==> config.mk <==
export PLATFORM = sky130hd
export DESIGN_NAME = eth_tx_framer
export DESIGN_NICKNAME = d
export VERILOG_FILES = /design/src/rtl/eth_tx_pkg.sv /design/src/rtl/eth_tx_framer_crc32_d8.sv /design/src/rtl/eth_tx_framer.sv
export SDC_FILE = /design/constraint.sdc
export NUM_CORES = 1
export LEC_CHECK = 0
export ABC_AREA = 1
export BUFFER_PORTS_ARGS = -buffer_cell sky130_fd_sc_hd__buf_2
export CELL_PAD_IN_SITES_DETAIL_PLACEMENT = 1
export CELL_PAD_IN_SITES_GLOBAL_PLACEMENT = 2
export CORE_MARGIN = 2
export CORE_UTILIZATION = 39
export DETAILED_ROUTE_END_ITERATION = 8
export PLACE_DENSITY_LB_ADDON = 0.1
export SLEW_MARGIN = 20
export SYNTH_ARGS = -nofsm -noshare
export SYNTH_HDL_FRONTEND = slang
export SYNTH_SLANG_ARGS = --single-unit
==> constraint.sdc <==
create_clock -name i_clk -period 7.19 [get_ports i_clk]
set_input_delay 0.3595 -clock i_clk [delete_from_list [all_inputs] [get_ports i_clk]]
set_output_delay 0.3595 -clock i_clk [all_outputs]
set_load 0.01 [all_outputs]
==> src/rtl/eth_tx_pkg.sv <==
// ============================================================================
// Module   : eth_tx_pkg
// Brief    : Shared state encoding and frame constants for the Ethernet TX framer.
// Revision : 1.0 - initial release
// ============================================================================
`default_nettype none

package eth_tx_pkg;

    typedef enum logic [2:0] {
        ST_IDLE = 3'd0,
        ST_PRE  = 3'd1,
        ST_MAC  = 3'd2,
        ST_IPH  = 3'd3,
        ST_PAY  = 3'd4,
        ST_PAD  = 3'd5,
        ST_FCS  = 3'd6,
        ST_IFG  = 3'd7
    } tx_state_e;

    localparam logic [7:0]  PREAMBLE    = 8'h55;
    localparam logic [7:0]  SFD         = 8'hD5;
    localparam logic [15:0] ETYPE_IPV4  = 16'h0800;
    localparam logic [10:0] MIN_PAYLOAD = 11'd26;
    localparam logic [31:0] CRC_POLY    = 32'hEDB8_8320;
    localparam logic [31:0] CRC_INIT    = 32'hFFFF_FFFF;
    localparam int          HDR_BYTES   = 20;

endpackage

`default_nettype wire

==> src/rtl/eth_tx_framer_crc32_d8.sv <==
// ============================================================================
// Module   : crc32_d8
// Brief    : Combinational reflected CRC-32 update for one byte per cycle.
// Revision : 1.0 - initial release
// ============================================================================
`default_nettype none

module crc32_d8
    import eth_tx_pkg::*;
(
    input  logic [31:0] crc_i,
    input  logic [7:0]  data_i,
    output logic [31:0] crc_o
);

    logic [31:0] c_w;

    always_comb begin
        c_w = crc_i ^ {24'h0, data_i};
        for (int b = 0; b < 8; b++) begin
            c_w = c_w[0] ? ((c_w >> 1) ^ CRC_POLY) : (c_w >> 1);
        end
        crc_o = c_w;
    end

endmodule

`default_nettype wire

==> src/rtl/eth_tx_framer.sv <==
// ============================================================================
// Module   : eth_tx_framer
// Brief    : Buffers a 20-byte IPv4 header and streams a full Ethernet II frame.
// Revision : 1.0 - initial release
// ============================================================================
`default_nettype none

module eth_tx_framer
    import eth_tx_pkg::*;
#(
    parameter logic [47:0] P_DST_MAC = 48'hFFFF_FFFF_FFFF,
    parameter logic [47:0] P_SRC_MAC = 48'h000A_3500_0001,
    parameter int unsigned P_IFG     = 12,
    parameter int unsigned P_MAX_LEN = 1480
) (
    input  logic        i_clk,
    input  logic        i_rst_n,
    input  logic        i_iph_wr_en,
    input  logic [4:0]  i_iph_idx,
    input  logic [7:0]  i_iph_byte,
    input  logic        i_start,
    input  logic [10:0] i_payload_len,
    input  logic [7:0]  i_pl_byte,
    output logic        o_pl_rd,
    output logic [7:0]  o_txd,
    output logic        o_txen,
    output logic        o_ready,
    output logic        o_done
);

    localparam logic [10:0] LEN_MAX  = 11'(P_MAX_LEN);
    localparam logic [10:0] IFG_LAST = 11'(P_IFG - 1);
    localparam logic [95:0] MAC_HDR  = {P_DST_MAC, P_SRC_MAC};

    tx_state_e   state_q, state_d;
    logic [10:0] cnt_q, cnt_d;
    logic [10:0] len_q, len_d;
    logic [7:0]  hdr_q [HDR_BYTES];
    logic [31:0] crc_q, crc_d;
    logic [31:0] crc_seed_w, crc_next_w;
    logic [7:0]  txd_q, txd_d;
    logic        txen_q, txen_d;
    logic        ready_q, ready_d;
    logic        done_q, done_d;
    logic [10:0] len_clamp_w;
    logic        hdr_wr_w;

    assign len_clamp_w = (i_payload_len > LEN_MAX) ? LEN_MAX : i_payload_len;
    assign hdr_wr_w    = i_iph_wr_en && ready_q && (i_iph_idx < 5'(HDR_BYTES));

    // Next-state and counter sequencing
    always_comb begin
        state_d = state_q;
        cnt_d   = cnt_q + 11'd1;
        done_d  = 1'b0;
        len_d   = (state_q == ST_IDLE) ? len_clamp_w : len_q;
        case (state_q)
            ST_IDLE: begin
                cnt_d = '0;
                if (i_start) state_d = ST_PRE;
            end
            ST_PRE: if (cnt_q == 11'd7) begin
                state_d = ST_MAC;
                cnt_d   = '0;
            end
            ST_MAC: if (cnt_q == 11'd13) begin
                state_d = ST_IPH;
                cnt_d   = '0;
            end
            ST_IPH: if (cnt_q == 11'(HDR_BYTES - 1)) begin
                state_d = (len_q == '0) ? ST_PAD : ST_PAY;
                cnt_d   = '0;
            end
            ST_PAY: if (cnt_q == len_q - 11'd1) begin
                state_d = (len_q < MIN_PAYLOAD) ? ST_PAD : ST_FCS;
                cnt_d   = '0;
            end
            ST_PAD: if (cnt_q == MIN_PAYLOAD - 11'd1 - len_q) begin
                state_d = ST_FCS;
                cnt_d   = '0;
            end
            ST_FCS: if (cnt_q == 11'd3) begin
                state_d = ST_IFG;
                cnt_d   = '0;
            end
            ST_IFG: if (cnt_q == IFG_LAST) begin
                state_d = ST_IDLE;
                cnt_d   = '0;
                done_d  = 1'b1;
            end
            default: begin
                state_d = ST_IDLE;
                cnt_d   = '0;
            end
        endcase
    end

    // Outputs are registered, so the byte is chosen from the state being entered
    always_comb begin
        txd_d   = 8'h00;
        txen_d  = 1'b1;
        ready_d = (state_d == ST_IDLE);
        case (state_d)
            ST_PRE: txd_d = (cnt_d[2:0] == 3'd7) ? SFD : PREAMBLE;
            ST_MAC: begin
                if (cnt_d[3:0] < 4'd12)
                    txd_d = MAC_HDR[(7'd88 - {cnt_d[3:0], 3'b000}) +: 8];
                else if (cnt_d[3:0] == 4'd12)
                    txd_d = ETYPE_IPV4[15:8];
                else
                    txd_d = ETYPE_IPV4[7:0];
            end
            ST_IPH: begin
                for (int i = 0; i < HDR_BYTES; i++) begin
                    if (cnt_d[4:0] == 5'(i)) txd_d = hdr_q[i];
                end
            end
            ST_PAY: txd_d = i_pl_byte;
            ST_PAD: txd_d = 8'h00;
            ST_FCS: txd_d = ~crc_q[{cnt_d[1:0], 3'b000} +: 8];
            default: txen_d = 1'b0;
        endcase
    end

    assign crc_seed_w = (state_d == ST_MAC && cnt_d == '0) ? CRC_INIT : crc_q;

    always_comb begin
        crc_d = crc_q;
        if (state_d == ST_MAC || state_d == ST_IPH || state_d == ST_PAY || state_d == ST_PAD)
            crc_d = crc_next_w;
    end

    crc32_d8 u_crc (
        .crc_i  (crc_seed_w),
        .data_i (txd_d),
        .crc_o  (crc_next_w)
    );

    always_ff @(posedge i_clk or negedge i_rst_n) begin
        if (!i_rst_n) begin
            state_q <= ST_IDLE;
            cnt_q   <= '0;
            len_q   <= '0;
            crc_q   <= CRC_INIT;
            txd_q   <= '0;
            txen_q  <= 1'b0;
            ready_q <= 1'b1;
            done_q  <= 1'b0;
        end else begin
            state_q <= state_d;
            cnt_q   <= cnt_d;
            len_q   <= len_d;
            crc_q   <= crc_d;
            txd_q   <= txd_d;
            txen_q  <= txen_d;
            ready_q <= ready_d;
            done_q  <= done_d;
        end
    end

    always_ff @(posedge i_clk or negedge i_rst_n) begin
        if (!i_rst_n) begin
            for (int i = 0; i < HDR_BYTES; i++) hdr_q[i] <= '0;
        end else if (hdr_wr_w) begin
            for (int i = 0; i < HDR_BYTES; i++) begin
                if (i_iph_idx == 5'(i)) hdr_q[i] <= i_iph_byte;
            end
        end
    end

    // Pop in the cycle whose FIFO head is captured into o_txd at the next edge
    assign o_pl_rd = (state_d == ST_PAY);
    assign o_txd   = txd_q;
    assign o_txen  = txen_q;
    assign o_ready = ready_q;
    assign o_done  = done_q;

endmodule

`default_nettype wire
Word-level counts from Yosys, hierarchy flattened
Cells that the tools add are included.
Word-level totals
  logic and storage cells: 197
  input bits: 36
  output and inout bits: 12
  bits in registers: 228
Cells by class
  shifts and indexed selects: 2
  mux-type cells: 56
  bitwise gates (word level): 10
  reduce and logical (&&, ||, !) cells: 33
  add/subtract/negate cells: 4
  $lt $le $gt $ge: 4
  eq/ne operators: 60
Operators by type and width (number)
  $mux 32: 9
  $mux 8: 22
  $not 13->14: 8
  $shiftx 96x8->8 const A: 1
  $mux 11: 8
  $pmux 11 s8: 1
  $eq 5x4->1 const B: 16
  $eq 5x3->1 const B: 8
  $eq 5x5->1 const B: 8
  $pmux 8 s5: 1
  $reduce_and 2->1: 20
  $shiftx 32x6->8: 1
  $xor 32x8->32: 1
  $eq 3x3->1 const B: 8
  $mux 3: 8
  $pmux 3 s8: 1
  $eq 11x11->1: 2
  $eq 11x4->1 const B: 2
  $logic_not 11->1: 2
  $eq 5x2->1 const B: 4
  $eq 3x2->1 const B: 4
  $add 11x1->11 const B: 1
  $eq 11x2->1 const B: 1
  $eq 11x3->1 const B: 1
  20 further kinds: 31

Depth between registers and ports, before layout
Gate-level depths: netlist of the first run.
  depth after elaboration: 43
  gate-level depth with buffers: 57
  mapped depth without buffers: 55

Modules after synthesis
From an unflattened synthesis of the first run, not the netlist that was laid out.
Unflattened totals
  cell total of the unflattened synthesis: 1862
  area, all modules: 13588.0 µm²
By module, submodules not included
  eth_tx_framer: times used 1, cells an instance 1660, area each 12256.8 µm², seq. area each 5746.8 µm²
  crc32_d8: times used 1, cells an instance 202, area each 1331.3 µm², seq. area each 0.0 µm²

Worst setup path before layout of the first run
No wires, ideal clock.
  path type: register to register
  start point: reg len_q[1]
  end point: reg crc_q[25]
  period minus slack after synthesis: 4846 ps
  required time: 7114 ps
  buffers on the path: 2
  setup time: 76 ps
  path slack: 2344 ps
  arrival: 4769 ps
  cell stages (with the launch flop): 54
  cells stage by stage: dfrtp_1 > inv_1 > ha_1 > inv_1 > nor2_1 > nand2_1 > nor2_1 > nand2_1 > nand3_1 > nor2_1 > nand3_1 > nand2_1 > nand3_2 > buf_2 > nand2_1 > inv_1 > buf_2 > ha_1 > (+18 left out) > nand3_1 > nand2_1 > nand2_1 > nand2_1 > nand2_1 > nand2_1 > nand2_1 > nand2_1 > nand2_1 > nand2_2 > nand2_1 > nand2_2 > nand2_2 > nand2_4 > xor2_2 > nand3_1 > nand3_1 > nand2_1
On the way
  elaborated cells on any way between the ends: 90
  those cells by class: add/sub: 3; order compare: 2; eq/ne: 28; shift: 2; mux: 41; bitwise: 7; reduce/logical: 7
RTL lines
  start: declaration: line eth_tx_framer.sv:37  | logic [10:0] len_q, len_d;
  start signal: assignment: line eth_tx_framer.sv:152  | len_q <= len_d;
  $sub 5x11->11 or $sub 11x1->11 (tied branches): line eth_tx_framer.sv:78, eth_tx_framer.sv:74
  $eq 11x11->1 (on tied branches): line eth_tx_framer.sv:78, eth_tx_framer.sv:74
  $mux 11 (on tied branches): line eth_tx_framer.sv:78, eth_tx_framer.sv:74
  $pmux 11 s8 *: line eth_tx_framer.sv:57  | case (state_q)
  net cnt_d[0]: line eth_tx_framer.sv:36  | logic [10:0] cnt_q, cnt_d;
  $logic_not 5->1: line eth_tx_framer.sv:115  | if (cnt_d[4:0] == 5'(i)) txd_d = hdr_q[i];
  $mux 8 (20 in a row): line eth_tx_framer.sv:115
  $pmux 8 s5 *: line eth_tx_framer.sv:103  | case (state_d)
  net txd_d[2]: line eth_tx_framer.sv:41  | logic [7:0] txd_q, txd_d;
  $xor 32x8->32 *: line eth_tx_framer_crc32_d8.sv:19  | c_w = crc_i ^ {24'h0, data_i};
  $mux 32 * (3 in a row): line eth_tx_framer_crc32_d8.sv:21  | c_w = c_w[0] ? ((c_w >> 1) ^ CRC_POLY) : (c_w >> 1);
  $not 13->14 (no line)
  $mux 32 * (2 in a row): line eth_tx_framer_crc32_d8.sv:21
  $not 13->14 (no line)
  $mux 32 *: line eth_tx_framer_crc32_d8.sv:21
  $not 13->14 (no line)
  $mux 32 * (2 in a row): line eth_tx_framer_crc32_d8.sv:21
  end signal: assignment: line eth_tx_framer.sv:153  | crc_q <= crc_d;
  end: declaration: line eth_tx_framer.sv:39  | logic [31:0] crc_q, crc_d;
The timed path passes the listed nets; every way through them passes the cells marked *.
A chain may end at the register's enable or synchronous reset.

Worst setup path in the final report of the first run
  start point: reg len_q[0]
  end point: reg crc_q[19]
On the way
  word-level cells in the longest chain between the ends: 40
  elaborated cells on any way between the ends: 94
  those cells by class: add/sub: 3; order compare: 2; eq/ne: 29; shift: 2; mux: 42; bitwise: 9; reduce/logical: 7
RTL lines (line)
  $sub 5x11->11 or $sub 11x1->11 (tied branches): eth_tx_framer.sv:78, eth_tx_framer.sv:74
  $eq 11x11->1 (on tied branches): eth_tx_framer.sv:78, eth_tx_framer.sv:74
  $mux 11 (on tied branches): eth_tx_framer.sv:78, eth_tx_framer.sv:74
  $pmux 11 s8 *: eth_tx_framer.sv:57
  net cnt_d[1]: eth_tx_framer.sv:36
  $logic_not 5->1: eth_tx_framer.sv:115
  $mux 8 (20 in a row): eth_tx_framer.sv:115
  $pmux 8 s5 *: eth_tx_framer.sv:103
  net txd_d[0]: eth_tx_framer.sv:41
  (+5 left out)
  $not 13->14 (no line)
  $mux 32 * (2 in a row): eth_tx_framer_crc32_d8.sv:21
  $not 13->14 (no line)
  $mux 32 *: eth_tx_framer_crc32_d8.sv:21
  $not 13->14 (no line)
  $mux 32 *: eth_tx_framer_crc32_d8.sv:21
  $not 13->14 (no line)
  $mux 32 *: eth_tx_framer_crc32_d8.sv:21
Marked as above.

==> impl_metrics.env, run 1 <==
export IMPL_cts_root_buf="clkbuf_16"
export IMPL_grt_remaining_overflow=0
export IMPL_grt_max_degree=188
export IMPL_die_y_um=191
export IMPL_cp_startpoint="len_q[0]$_DFFE_PN0N_"
export IMPL_syn_nets=2010
export IMPL_fin_util_pct=44.5
export IMPL_grt_pass1_wl_mm=74.8
export IMPL_endpoint_kind="register"
export IMPL_synth_cell_types=54
export IMPL_p_leak_nw=7.77
export IMPL_hold_class="in -> reg"
export IMPL_routedWlPerCell_um=18.5
export IMPL_start_util_pct=39.6
export IMPL_finalSetupTns_ns=0
export IMPL_nets=2032
export IMPL_instances_no_fill=2462
export IMPL_final_hold_violation_count=0
export IMPL_design_core_area_mm2=0.0345
export IMPL_irDropWorstVdd_mv=0.243
export IMPL_drv_cap=0
export IMPL_rrSetupSlack_ns=0.80
export IMPL_cpPeakStageDelay_ns=0.46
export IMPL_antenna_found_initial=1
export IMPL_final_common_cell="nand2_1"
export IMPL_critPathLaunchType="register"
export IMPL_yosys_mux_area_fraction_pct=0
export IMPL_cts_buffers=30
export IMPL_synthAdderAreaFrac_pct=1.19
export IMPL_min_period_ns=6.39
export IMPL_dr_max_layer_used="met5"
export IMPL_area_growth_pct=12.5
export IMPL_drive_gt1_share_pct=13.3
export IMPL_cp_required_ns=7.70
export IMPL_syn_area_mm2=0.0137
export IMPL_synth_async_sr_flop_share_pct=100
export IMPL_fillers=4456
export IMPL_relSlewSlack_pct=32.3
export IMPL_pin_count=48
export IMPL_dp_cells=2404
export IMPL_period_share_pct=88.9
export IMPL_status="finished, final reports clean"
export IMPL_r2r_start="len_q[0]$_DFFE_PN0N_"
export IMPL_wl_met2_mm=20.9
export IMPL_crit_path_end="crc_q[19]$_DFFE_PN1P_"
export IMPL_clock_path_buffers=3
export IMPL_num_rows=68
export IMPL_yosysWarnings=0
export IMPL_die_w_um=191
export IMPL_gp_congestion=0.887
export IMPL_critPathMaxFanout=13
export IMPL_synth_flop_cell="dfrtp_1"
export IMPL_vias=12900
export IMPL_timing_rr_end="crc_q[19]$_DFFE_PN1P_"
export IMPL_first_global_vias=13300
export IMPL_reg2reg_depth=42
export IMPL_synth_edf_count=0
export IMPL_clk_latency_ns=0.58
export IMPL_synth_xor_area_share_pct=2.48
export IMPL_via_per_inst=5.23
export IMPL_synth_simple_gate_area_share_pct=35.4
export IMPL_synth_compound_area_share_pct=10.7
export IMPL_ant_nets=0
export IMPL_drt_iter0_markers=716
export IMPL_cpMostUsedCell="nand3_1"
export IMPL_htreeDepth=1
export IMPL_drc=0
export IMPL_layout_common_cells="667 x nand2_1, 231 x o21ai_0, 195 x dfrtp_1"
export IMPL_clock_skew_ns=0.0119
export IMPL_p_per_area_mw_per_mm2=515
export IMPL_cp_arrival_ns=6.90
export IMPL_syn_instance_count=1961
export IMPL_synth_seq_cells=228
export IMPL_dpl_hpwl_mm=32.7
export IMPL_n_antenna_cell=0
export IMPL_dieArea_mm2=0.0366
export IMPL_cp_slowest_cell="dfrtp_1"
export IMPL_drt_total_wl_mm=45.6
export IMPL_synth_seq_area_share_pct=42.0
export IMPL_setup_viol=0
export IMPL_avgSynthCellArea_um2=6.97
export IMPL_firstDrtPassIters=5
export IMPL_path_clk_slew_ns=0.06
export IMPL_tightest_slew_ns=1.02
export IMPL_cts_tree="done"
export IMPL_critPathKind="reg -> reg"
export IMPL_cts_setup_buffers=0
export IMPL_place_port_buffers=47
export IMPL_grt_use_total_pct=26.0
export IMPL_rsz0062_at_grt="false"
export IMPL_synth_top_family_by_area="simple AND/OR/NAND/NOR gates"
export IMPL_wl_met1_mm=22.1
export IMPL_cts_sinks=228
export IMPL_routed_wl_met3_mm=1.56
export IMPL_drv_slew=0
export IMPL_clock_fmax_mhz=156
[Yosys cell counts, types with 18 or more instances]
cell      instances  area share (%)
clkbuf_1         55             1.5
dfrtp_1         195              36
dfstp_2          33             6.3
inv_1           172             4.7
inv_2            34            0.93
nand2_1         668              18
nand2_2          35             1.6
nand3_1         188             6.9
nor2_1          135             3.7
nor3_1           18            0.66
o21ai_0         231             8.5
or2_2            22             1.0
xor2_1           26             1.7
[flip-flops by register name, summed over array words and instances (netlist names)]
signal	count
o_ready	1
len_q	11
o_done	1
state_q	3
crc_q	32
hdr_q	160
cnt_q	11
o_txd	8
o_txen	1
[worst max-delay path, delay by kind of cell (launching register included)]
| family | cells | cell delay (ns) |
|---|---|---|
| xor+xnor | 1 | 0.18 |
| buf+inv | 3 | 0.64 |
| flops | 1 | 0.46 |
| fa+ha+maj | 2 | 0.58 |
| simple gates | 36 | 4.45 |
[cells by family after synthesis]
logic type      count (synthesis)
compound gates                277
xor+xnor                       37
fa+ha+maj                      13
buf+inv                       283
flops                         228
simple gates                 1123
[area by class of cell]
cell class	instances	area [µm²]	share of cell area, %
multi-input cells	1450	6820	44.4
clock buffers	41	873	5.68
inverters	213	807	5.25
flip-flops and latches	228	5750	37.4
repair buffers	60	378	2.46
well taps	455	569	3.70
clock inverters	15	180	1.17
[how the worst min path moves through the flow]
stage | startpoint | to | slack [ns] | depth (start not counted)
after floorplan | i_rst_n | cnt_q[0]$_DFF_PN0_ | 0.06 | 0
after global placement | i_rst_n | hdr_q[110]$_DFFE_PN0P_ | 0.27 | 1
after detailed placement | i_rst_n | hdr_q[110]$_DFFE_PN0P_ | 0.27 | 1
after CTS | i_payload_len[9] | len_q[9]$_DFFE_PN0N_ | 0.009 | 3
after global routing | i_payload_len[9] | len_q[9]$_DFFE_PN0N_ | 0.02 | 3
final | i_payload_len[9] | len_q[9]$_DFFE_PN0N_ | 0.03 | 3
[report_power, final]
part	switching (mW)	internal, mW	total [mW]
clock network	0.602	0.986	1.59
logic	2.94	1.33	4.27
registers	0.322	1.74	2.06
[metrics by stage]
| step | hold slack [ns] | worst slack (ns) | cell area (µm²) | total power, mW |
|---|---|---|---|---|
| global route | 0.0241 | 0.0412 | 15400 | 8.68 |
| floorplan | 0.0639 | 2.34 | 13700 | 5.00 |
| finish | 0.0265 | 0.798 | 15400 | 7.92 |
| detailed placement | 0.268 | 0.561 | 14300 | 6.32 |
| global placement | 0.270 | 0.718 | 14300 | 6.21 |
| CTS | 0.00914 | 0.509 | 15300 | 7.97 |
[timing repair]
| item | CTS | global route |
|---|---|---|
| gates resized for setup | 0 | 2 |
| hold endpoints to repair | 41 | 0 |
| hold buffers | 1 | 0 |
| endpoints found under the setup margin | 0 | 21 |
[metal layers]
layer | track usage, % | vias up
met5 | 0 | -
met4 | 6.39 | 2
met3 | 3.12 | 71
met2 | 41.9 | 200
met1 | 37.0 | 6318
li1 | - | 6275
Power figures use the tool's default switching activity.
==> inputs of run 2 (changes only) <==
Settings changed: RECOVER_POWER set to 50.
==> impl_metrics.env, run 2 (same netlist as run 1, synthesis figures left out) <==
export IMPL_status="finished, violations left"
export IMPL_violations="max-capacitance violations, max-slew violations"
export IMPL_grt_pass1_wl_mm=74.8
export IMPL_p_leak_nw=7.72
export IMPL_grt_use_total_pct=26.0
export IMPL_layout_common_cells="667 x nand2_1, 232 x o21ai_0, 195 x dfrtp_1"
export IMPL_min_period_ns=6.37
export IMPL_clock_skew_ns=0.0132
export IMPL_seqPwrFrac_pct=26.1
export IMPL_hold_class="in -> reg"
export IMPL_clock_path_buffers=3
export IMPL_drv_slew=102
export IMPL_clk_latency_ns=0.58
export IMPL_vias=12900
export IMPL_drv_cap=2
export IMPL_cts_sinks=228
export IMPL_cp_arrival_ns=6.88
export IMPL_rsz0062_at_grt="false"
export IMPL_firstDrtPassIters=8
export IMPL_cpPeakStageDelay_ns=0.46
export IMPL_die_y_um=191
export IMPL_fin_ws_ns=0.816
export IMPL_gp_congestion=0.887
export IMPL_irDropWorstVdd_mv=0.248
export IMPL_tightest_slew_ns=3.44
export IMPL_largestRegisters="hdr_q: 160 flops, crc_q: 32 flops"
export IMPL_cts_buffers=30
export IMPL_drc=0
export IMPL_cp_slowest_cell="dfrtp_1"
export IMPL_p_int_mw=4.05
export IMPL_fin_hold_ws_ns=0.0221
export IMPL_cts_root_buf="clkbuf_16"
export IMPL_die_w_um=191
export IMPL_pin_count=48
export IMPL_cpMostUsedCell="nand2_1"
export IMPL_relSlewSlack_pct=-129
export IMPL_place_port_buffers=47
export IMPL_via_per_inst=5.22
export IMPL_setup_viol=0
export IMPL_cts_tree="done"
export IMPL_first_global_vias=13300
export IMPL_start_util_pct=39.6
export IMPL_grt_max_degree=188
export IMPL_critPathMaxFanout=13
export IMPL_nets=2032
export IMPL_finalSetupTns_ns=0
export IMPL_top_register="hdr_q"
export IMPL_clkPwrFrac_pct=20.1
export IMPL_antenna_found_initial=1
export IMPL_htreeDepth=1
export IMPL_ant_nets=0
export IMPL_dieArea_mm2=0.0366
export IMPL_p_per_area_mw_per_mm2=516
export IMPL_cp_required_ns=7.70
export IMPL_design_core_area_mm2=0.0345
export IMPL_period_share_pct=88.7
export IMPL_final_hold_violation_count=0
export IMPL_pre_cts_ws_ns=0.561
export IMPL_p_sw_share_pct=48.9
export IMPL_critPathLaunchType="register"
export IMPL_path_clk_slew_ns=0.06
export IMPL_n_antenna_cell=0
export IMPL_p_comb_share_pct=53.8
export IMPL_endpoint_kind="register"
export IMPL_clock_fmax_mhz=157
export IMPL_p_switching_mw=3.87
export IMPL_drt_total_wl_mm=45.7
export IMPL_largest_register_ffs=160
export IMPL_grt_remaining_overflow=0
export IMPL_routedWlPerCell_um=18.5
export IMPL_final_common_cell="nand2_1"
export IMPL_num_rows=68
export IMPL_drt_iter0_markers=721
export IMPL_drive_gt1_share_pct=12.5
export IMPL_dpl_hpwl_mm=32.7
export IMPL_critPathKind="reg -> reg"
export IMPL_area_growth_pct=12.1
[run 2: cell types whose count changed in the layout (fill, tap and decap cells not counted)]
cell      change
clkbuf_1     +14
buf_2        -11
buf_12        -1
buf_4         -1
buf_8         -1
nor2_1        +1
nor2_2        -1
nor3_1        +1
nor3_2        -1
o21ai_0       +1
o21ai_1       -1
[run 2: cell type report]
class,instances,area [µm²]
fillers,4458,19200
multi-input cells,1450,6820
flip-flops and latches,228,5750
clock buffers,41,873
inverters,213,807
well taps,455,569
repair buffers,60,333
clock inverters,15,180
[run 2: through the flow]
| stage | std cells | total power, mW | utilization [%] | area (µm²) |
|---|---|---|---|---|
| floorplan | 1961 | 5.00 | - | 13700 |
| global placement | 2404 | 6.21 | 41.3 | 14300 |
| detailed placement | 2404 | 6.32 | 41.3 | 14300 |
| CTS | 2461 | 7.97 | 44.4 | 15300 |
| global route | 2462 | 8.67 | 44.4 | 15300 |
| finish | 2462 | 7.91 | 44.4 | 15300 |
[run 2: worst paths after layout]
check / startpoint / endpoint / slack, ns / cells after the start
min reg2reg: hdr_q[69]$_DFFE_PN0P_ / hdr_q[69]$_DFFE_PN0P_ / 0.48 / 2
max: len_q[0]$_DFFE_PN0N_ / crc_q[19]$_DFFE_PN1P_ / 0.82 / 45
max reg2reg: len_q[0]$_DFFE_PN0N_ / crc_q[19]$_DFFE_PN1P_ / 0.82 / 45
min: i_payload_len[9] / len_q[9]$_DFFE_PN0N_ / 0.02 / 3
max in group asynchronous: i_rst_n / hdr_q[54]$_DFFE_PN0P_ / 1.95 / 3
min in group asynchronous: i_rst_n / hdr_q[110]$_DFFE_PN0P_ / 1.03 / 2
[run 2: repair_timing]
| action | 4_1_cts | 5_1_grt |
|---|---|---|
| hold buffers | 1 | 0 |
| endpoints found under the setup margin | 0 | 21 |
| setup buffers | 0 | 0 |
| resized for setup | 0 | 2 |
| endpoints found under the hold margin | 41 | 0 |
[run 2: power groups by stage]
stage | clock network, mW | logic (mW) | registers [mW]
detailed placement | 0 | 4.25 | 2.07
global placement | 0 | 4.15 | 2.06
floorplan | 0 | 3.07 | 1.94
finish | 1.59 | 4.26 | 2.06
CTS | 1.63 | 4.28 | 2.06
global route | 1.67 | 4.89 | 2.10
[run 2: critical path, delay by kind of cell, from the launching register on]
family | cells | cell delay (ns)
DFF | 1 | 0.46
xor gates and xnor gates | 1 | 0.17
buffers and inverters | 4 | 0.70
and+or+nand+nor | 37 | 4.22
AOI/OAI and AO/OA | 1 | 0.13
adders and majority gates | 2 | 0.58
[run 2: layer usage]
layer	share of wire, %	global-route usage, %
met5	0.035	0
met4	2.3	6.39
met3	3.3	3.12
met2	46	41.9
met1	49	37.0
==> inputs of run 3 (changes only) <==
Settings changed: CORE_UTILIZATION 39 to 40, SYNTH_HIERARCHICAL set to 1.
==> impl_metrics.env, run 3 <==
export IMPL_cp_required_ns=7.67
export IMPL_num_rows=67
export IMPL_dp_cells=2298
export IMPL_clock_path_buffers=3
export IMPL_synth_async_sr_flop_share_pct=100
export IMPL_relSlewSlack_pct=-213
export IMPL_cts_buffers=28
export IMPL_fin_util_pct=45.3
export IMPL_nets=1930
export IMPL_status="finished, violations left"
export IMPL_top_register="hdr_q"
export IMPL_synthTopCellsByCount="582 x nand2_1, 212 x o21ai_0, 206 x inv_1, 195 x dfrtp_1, 141 x nand3_1"
export IMPL_drv_cap=1
export IMPL_hold_class="in -> reg"
export IMPL_synthTopCellsByArea="dfrtp_1 36%, nand2_1 16%, o21ai_0 7.8%, dfstp_2 6.4%, inv_1 5.7%"
export IMPL_final_common_cell="nand2_1"
export IMPL_finalSetupTns_ns=0
export IMPL_cts_sinks=228
export IMPL_design_core_area_mm2=0.0335
export IMPL_gp_congestion=0.823
export IMPL_path_clk_slew_ns=0.06
export IMPL_synth_seq_cells=228
export IMPL_cp_arrival_ns=6.82
export IMPL_die_w_um=188
export IMPL_antenna_found_initial=0
export IMPL_drv_slew=82
export IMPL_critPathKind="reg -> reg"
export IMPL_synth_edf_count=0
export IMPL_cpMostUsedCell="nand2_1"
export IMPL_cts_setup_buffers=0
export IMPL_p_leak_nw=7.69
export IMPL_synth_top_area_share_pct=35.9
export IMPL_setup_viol=0
export IMPL_syn_nets=1911
export IMPL_cp_slowest_cell="dfrtp_1"
export IMPL_grt_pass1_wl_mm=68.8
export IMPL_endpoint_kind="register"
export IMPL_avgSynthCellArea_um2=7.30
export IMPL_critPathMaxFanout=11
export IMPL_area_growth_pct=11.7
export IMPL_clk_latency_ns=0.55
export IMPL_grt_remaining_overflow=0
export IMPL_cts_tree="done"
export IMPL_n_antenna_cell=0
export IMPL_period_share_pct=88.3
export IMPL_critPathLaunchType="register"
export IMPL_via_per_inst=5.09
export IMPL_synth_cell_types=54
export IMPL_p_per_area_mw_per_mm2=467
export IMPL_grt_max_degree=148
export IMPL_pin_count=48
export IMPL_synth_seq_area_share_pct=42.3
export IMPL_rsz0062_at_grt="false"
export IMPL_tightest_slew_ns=4.70
export IMPL_irDropWorstVdd_mv=0.279
export IMPL_dpl_hpwl_mm=29.8
export IMPL_htreeDepth=1
export IMPL_first_global_vias=12400
export IMPL_drt_total_wl_mm=42.2
export IMPL_drc=0
export IMPL_clock_fmax_mhz=158
export IMPL_instances_no_fill=2351
export IMPL_yosys_area_top_type="dfrtp_1"
export IMPL_layout_common_cells="581 x nand2_1, 212 x o21ai_0, 207 x inv_1"
export IMPL_cts_root_buf="clkbuf_16"
export IMPL_syn_area_mm2=0.0136
export IMPL_syn_instance_count=1862
export IMPL_grt_use_total_pct=24.3
export IMPL_largest_register_ffs=160
export IMPL_place_port_buffers=47
export IMPL_drive_gt1_share_pct=12.3
export IMPL_drt_iter0_markers=594
export IMPL_vias=12000
export IMPL_ant_nets=0
export IMPL_min_period_ns=6.35
export IMPL_synth_flop_cell="dfrtp_1"
export IMPL_start_util_pct=40.5
export IMPL_final_hold_violation_count=0
export IMPL_largestRegisters="hdr_q: 160 flops, crc_q: 32 flops"
export IMPL_routedWlPerCell_um=18.0
export IMPL_fin_hold_ws_ns=0.0662
export IMPL_yosysMostFrequentCell="nand2_1"
export IMPL_firstDrtPassIters=4
export IMPL_yosysWarnings=6
export IMPL_die_y_um=188
export IMPL_violations="max-capacitance violations, max-slew violations"
export IMPL_dieArea_mm2=0.0355
export IMPL_clock_skew_ns=0.00920
export IMPL_cpPeakStageDelay_ns=0.42
[run 3: layout make-up]
type                            instances  area [µm²]
Multi-Input combinational cell       1339        6730
Sequential cell                       228        5750
Fill cell                            4267       18300
Inverter                              225         847
Clock buffer                           41         841
Tap cell                              448         561
Timing Repair Buffer                   59         319
Clock inverter                         11         136
[run 3: final timing paths]
check | startpoint | end | slack, ns | cells past startpoint
min | i_payload_len[5] | len_q[5]$_DFFE_PN0N_ | 0.07 | 3
max | len_q[0]$_DFFE_PN0N_ | crc_q[26]$_DFFE_PN1P_ | 0.84 | 47
min in group asynchronous | i_rst_n | hdr_q[51]$_DFFE_PN0P_ | 2.06 | 2
max in group asynchronous | i_rst_n | hdr_q[107]$_DFFE_PN0P_ | 2.51 | 2
min reg2reg | hdr_q[23]$_DFFE_PN0P_ | hdr_q[23]$_DFFE_PN0P_ | 0.47 | 2
max reg2reg | len_q[0]$_DFFE_PN0N_ | crc_q[26]$_DFFE_PN1P_ | 0.84 | 47
[run 3: where the power goes]
| group | switching, mW | internal [mW] | total [mW] |
|---|---|---|---|
| combinational | 2.45 | 1.24 | 3.69 |
| sequential | 0.227 | 1.68 | 1.91 |
| clock | 0.576 | 0.914 | 1.49 |
| total | 3.25 | 3.83 | 7.09 |
[run 3: routing by layer]
| layer | global-route usage [%] | vias to the layer above | wire length, µm |
|---|---|---|---|
| met2 | 39.7 | 124 | 19500 |
| met1 | 35.6 | 5883 | 21100 |
| li1 | - | 5927 | - |
| met3 | 2.22 | 40 | 957 |
| met4 | 4.12 | 0 | 626 |
| met5 | 0 | - | 0 |
[run 3: through the flow]
step                area [µm²]  worst slack, ns  total power [mW]
floorplan                13600             2.00              4.58
global placement         14200            0.724              5.52
detailed placement       14200            0.533              5.61
CTS                      15200            0.444              7.15
global route             15200            0.131              7.69
finish                   15200            0.843              7.09
[run 3: what timing repair did]
action,CTS,global route
endpoints found under the hold margin,69,0
hold buffers,1,0
gates resized for setup,0,5
endpoints found under the setup margin,0,19
[run 3: kinds of logic (layout without fill, tap and decap cells)]
kind of cell	count (synthesis)	in the layout	share of synthesized area, %
and+or+nand+nor	967	967	32.0
buffers and inverters	295	336	8.47
xor gates and xnor gates	63	63	4.61
adders and majority gates	13	13	1.20
DFF	228	228	42.3
AOI/OAI and AO/OA	296	296	11.5
[run 3: worst max-delay path: cells and delay by family (launching register included)]
kind,cells,cell delay (ns)
AO/OA/AOI/OAI,2,0.22
AND/OR/NAND/NOR,35,3.75
XOR/XNOR,3,0.57
buffers and inverters,5,0.82
flip-flops,1,0.42
adder cells (fa/ha/maj),2,0.51
